[config.mk]
export PLATFORM = sky130hd
export DESIGN_NAME = regfile
export DESIGN_NICKNAME = d
export VERILOG_FILES = /design/src/rtl/regfile.sv
export SDC_FILE = /design/constraint.sdc
export NUM_CORES = 1
export LEC_CHECK = 0
export BUFFER_PORTS_ARGS = -buffer_cell sky130_fd_sc_hd__buf_4
export CORE_MARGIN = 4
export CORE_UTILIZATION = 50
export CTS_CLUSTER_DIAMETER = 30
export DETAILED_ROUTE_END_ITERATION = 8
export PLACE_DENSITY = 0.66
export SKIP_CTS_REPAIR_TIMING = 1
export SYNTH_ARGS = -nofsm -noshare
export SYNTH_HDL_FRONTEND = slang
export SYNTH_SLANG_ARGS = --single-unit
[constraint.sdc]
create_clock -name clk -period 6.2 [get_ports clk]
set_input_delay 0.93 -clock clk [delete_from_list [all_inputs] [get_ports clk]]
set_output_delay 0.93 -clock clk [all_outputs]
set_load 0.02 [all_outputs]
[src/rtl/regfile.sv]
// Register file with x0 hardwired to zero and a post-reset clear sequencer.
// Optional write-first bypass: define REGFILE_BYPASS_EN.
module regfile #(
  parameter int WIDTH  = 8,
  parameter int NREGS  = 32,
  parameter int ADDR_W = 5
) (
  input  logic              clk,
  input  logic              reset,
  input  logic [ADDR_W-1:0] a1,
  input  logic [ADDR_W-1:0] a2,
  input  logic [ADDR_W-1:0] a3,
  input  logic [WIDTH-1:0]  wd3,
  input  logic              we3,
  output logic [WIDTH-1:0]  rd1,
  output logic [WIDTH-1:0]  rd2,
  output logic              busy
);

  typedef enum logic {
    CLEAR,
    READY
  } state_t;

  localparam logic [ADDR_W-1:0] LAST = ADDR_W'(NREGS - 1);

  state_t            state;
  state_t            state_nxt;
  logic [ADDR_W-1:0] cnt;
  logic [ADDR_W-1:0] cnt_nxt;
  logic              clr;
  logic              wr;
  logic [WIDTH-1:0]  mem [NREGS];

  always_ff @(posedge clk or posedge reset) begin
    if (reset) begin
      state <= CLEAR;
      cnt   <= ADDR_W'(1);
    end else begin
      state <= state_nxt;
      cnt   <= cnt_nxt;
    end
  end

  // Counter parks on the last index so the clear never runs a second pass.
  always_comb begin
    state_nxt = state;
    cnt_nxt   = cnt;
    clr       = 1'b0;
    unique case (state)
      CLEAR: begin
        clr = 1'b1;
        if (cnt == LAST) state_nxt = READY;
        else             cnt_nxt   = cnt + 1'b1;
      end
      READY: begin
      end
    endcase
  end

  assign busy = (state == CLEAR);
  assign wr   = (state == READY) && we3 && (a3 != '0);

  // Storage carries no reset; the sequencer zeroes it instead.
  always_ff @(posedge clk) begin
    if (clr)     mem[cnt] <= '0;
    else if (wr) mem[a3]  <= wd3;
  end

  always_comb begin
    rd1 = '0;
    if (state == READY && a1 != '0) begin
      rd1 = mem[a1];
`ifdef REGFILE_BYPASS_EN
      if (wr && a3 == a1) rd1 = wd3;
`endif
    end
  end

  always_comb begin
    rd2 = '0;
    if (state == READY && a2 != '0) begin
      rd2 = mem[a2];
`ifdef REGFILE_BYPASS_EN
      if (wr && a3 == a2) rd2 = wd3;
`endif
    end
  end

endmodule

==> impl_results.md <==
- Cell area after synthesis: 12500 um2
- Num Clock Sinks: 262
- Top cell by count, worst path: buf_4
- Worst-path clk slew: 50 ps
- Max-slew violations: 0
- Total grt overflow: 0
- Core area: 24500 um2
- TritonCTS clock tree: yes
- CTS max path bufs: 3
- Ant diodes: 0
- Largest net degree at the start of global routing: 52
- Drt first-iter violations: between 800 and 900
- Vias in the first global route: 7235
- DP HPWL: 20000 um
- Die area: 27600 um2
- Row cnt: 57
- Max-Cap Viols: 0
- RSZ-0062 raised after global routing: false
- Clock latency on the worst-skew pair: 560 ps
- Root buffer cell: clkbuf_16
- CP Launch Type: input port
- CP Data Arrival Time: around 3400 ps
- CP peak stage delay: ~730 ps
- Worst Setup Slack, final: between 1500 and 2000 ps
- Final setup violation count: 0
- Slew margin rel.: 11.0%
- Top cell family by delay on the critical path: multiplexers
- Synthesized Nets: 664
- Initial antenna violation count: 1
- VDD IR max: 0.237 mV
- Critical path type: input port to output pin
- Crit path depth: 6
- H-Tree Depth: 2
- Seq cells post-synth: 262
- R2r startpoint: state$_DFF_PP0_
- First-pass GRT wire length: 46400 um
- Routed WL per cell: 29.3 um
- WP data required: 5270 ps
- Status: finished clean
- Final setup TNS: 0 ps
- Slowest CP cell: buf_4
- Vias: roughly 7000
- Detail Route Antenna Nets: 0
- Clock skew: 9.32 ps
- Final Cycle Share: 69.7%
- First drt pass iteration count: 5
- Leakage: 0.00528 uW
- Minimum period implied by the final worst setup slack: 4320 ps
- Crit. End Element: output pin
- Min-delay worst type: input port to asynchronous set/reset pin
- Tot GR Track Use: 22.7%
- Dpl cell area: around 13000 um2
- Post-synth ARST share: 2.29%
- Worst path bufs/invs: 2
- Post-synth cell types: 44
- DRC: 0
- Final nets: around 730
- Worst reg2reg path endpoint: mem[5][6]$_DFFE_PP_
- Die Ht: 166 um
- Share of cells above drive strength 1: roughly 37%
- GPL Wtd Cong: 0.904
- Peak Freq: 231 MHz
- CTS Buf Count: 52
- Area Growth Syn to Fin: 18.8%
- Seq/Total Area, Yosys: 62.8%
- Dpl ws: 1840 ps
- Layout Cells excl Fill: 1069
- Vias/cell: 6.56
- Gate Count Post-Synth: 636
- Dpl cells: 971
- Top_reg_cell synth: edfxtp_1
- Slew @ Worst Pin: 1330 ps
- Final Cell Area: 14800 um2
- Top fanout value on the critical path: 50
- Number of flops mapped to enable cells by yosys: between 200 and 300
- Number of port buffers: 42
- Routed wire length: ~31000 um
- Initial Utilization: 51.0%
- Final Util: between 60% and 70%
- Internal reg-to-reg setup slack: a little under 3000 ps
- Syn avg cell area: 19.6 um2
- Io pins: 43
- Final Hold Fails: 0
- FF-to-FF path depth: 4
- Power Dens Cells: ~340 nW/um2
- Syn. warnings: 0
- Critical Path, Cell by Cell: buf_4 -> mux4_2 -> mux2i_1 -> o22a_1 -> o221ai_1 -> buf_4
- Die Width: 166 um
-- per-layer routing --
layer  wire [um]  part of all wire [%]  GRT usage (%)  vias up
met2       15100                    48           36.2      376
met4         916                   2.9           7.07        2
li1            -                     -              -     2919
met3        3220                    10           6.86       60
met5           7                 0.022              0        -
met1       12100                    38           30.5     3654
-- registers in the layout, summed over array words and instances, names as in the netlist --
name	cells
cnt	5
state	1
mem	256
-- cell usage in the layout, fill, tap and decap left out, types with 2 or more instances in the layout --
master / count
clkinvlp_4: 10
o22a_1: 15
clkinv_1: 8
clkinv_4: 2
bufinv_16: 7
o32a_1: 4
edfxtp_1: 256
buf_4: 52
inv_6: 3
a31oi_1: 6
nor3_2: 6
mux4_2: 128
inv_1: 7
nand2_1: 8
clkbuf_16: 52
a21o_1: 2
mux2i_1: 63
nand3_1: 2
ha_1: 2
and2_1: 9
and3_1: 2
mux2_2: 2
a21oi_1: 2
xnor2_1: 2
nor3_1: 6
or4_1: 2
clkbuf_1: 8
nor2_1: 30
o221ai_1: 15
dfrtp_1: 5
o21ai_0: 2
clkinv_2: 7
nand3b_1: 4
-- report_power, final --
group | total, uW | leakage (uW) | switching, uW | internal, uW
registers | 1960 | 0.00271 | 1.64 | 1960
clock network | 2750 | 0.000828 | 919 | 1840
logic | 305 | 0.00174 | 184 | 121
total | 5020 | 0.00528 | 1100 | 3920
-- through the flow --
step	hold slack, ps	power [uW]
after global routing	299	5170
final	293	5020
after CTS	291	5050
after global placement	555	2290
after floorplan	529	2190
after detailed placement	560	2300
-- worst reg2reg max path, cell delays in order (launching register included) --
cell and delay, ps:
dfrtp_1 750, inv_1 360, a22oi_1 1070, a211o_1 450
nor2_1 340
-- worst max-delay path by stage --
stage               endpoint  startpoint
global placement      rd2[3]       a2[0]
global route          rd2[3]       a2[0]
floorplan             rd2[4]       a2[0]
detailed placement    rd2[3]       a2[0]
finish                rd2[3]       a2[0]
CTS                   rd2[3]       a2[0]
-- cells by family after synthesis --
logic type,after synthesis,share of synthesized area [%]
buf+inv,49,2.05
flops,262,62.8
mux,193,28.3
xor+xnor,3,0.211
fa+ha+maj,2,0.200
compound gates,51,3.33
simple gates,76,3.08
-- synth_stat cells, drive strengths merged, types with 2 or more instances --
library cell  number  share of area [%]
a21o               2               0.12
a21oi              2              0.080
a31oi              6               0.30
and2               9               0.45
and3               2               0.10
buf               31                1.5
clkbuf            10               0.30
dfrtp              5                1.0
edfxtp           256                 62
ha                 2               0.20
inv                7               0.21
mux2               2               0.18
mux2i             63                5.1
mux4             128                 23
nand2              8               0.24
nand3              2              0.080
nand3b             4               0.24
nor2              30               0.90
nor3              12               0.52
o21ai              2              0.080
o221ai            15                1.1
o22a              15                1.1
o32a               4               0.32
or4                2               0.12
xnor2              2               0.14
-- cell type report --
class	instances	area, um2
multi-input cells	325	4410
well taps	324	405
repair buffers	52	390
flip-flops and latches	262	7840
clock buffers	60	1330
fillers	1706	9630
inverters	8	30.0
clock inverters	38	427
Note: power is estimated with default switching activity, not from simulation.
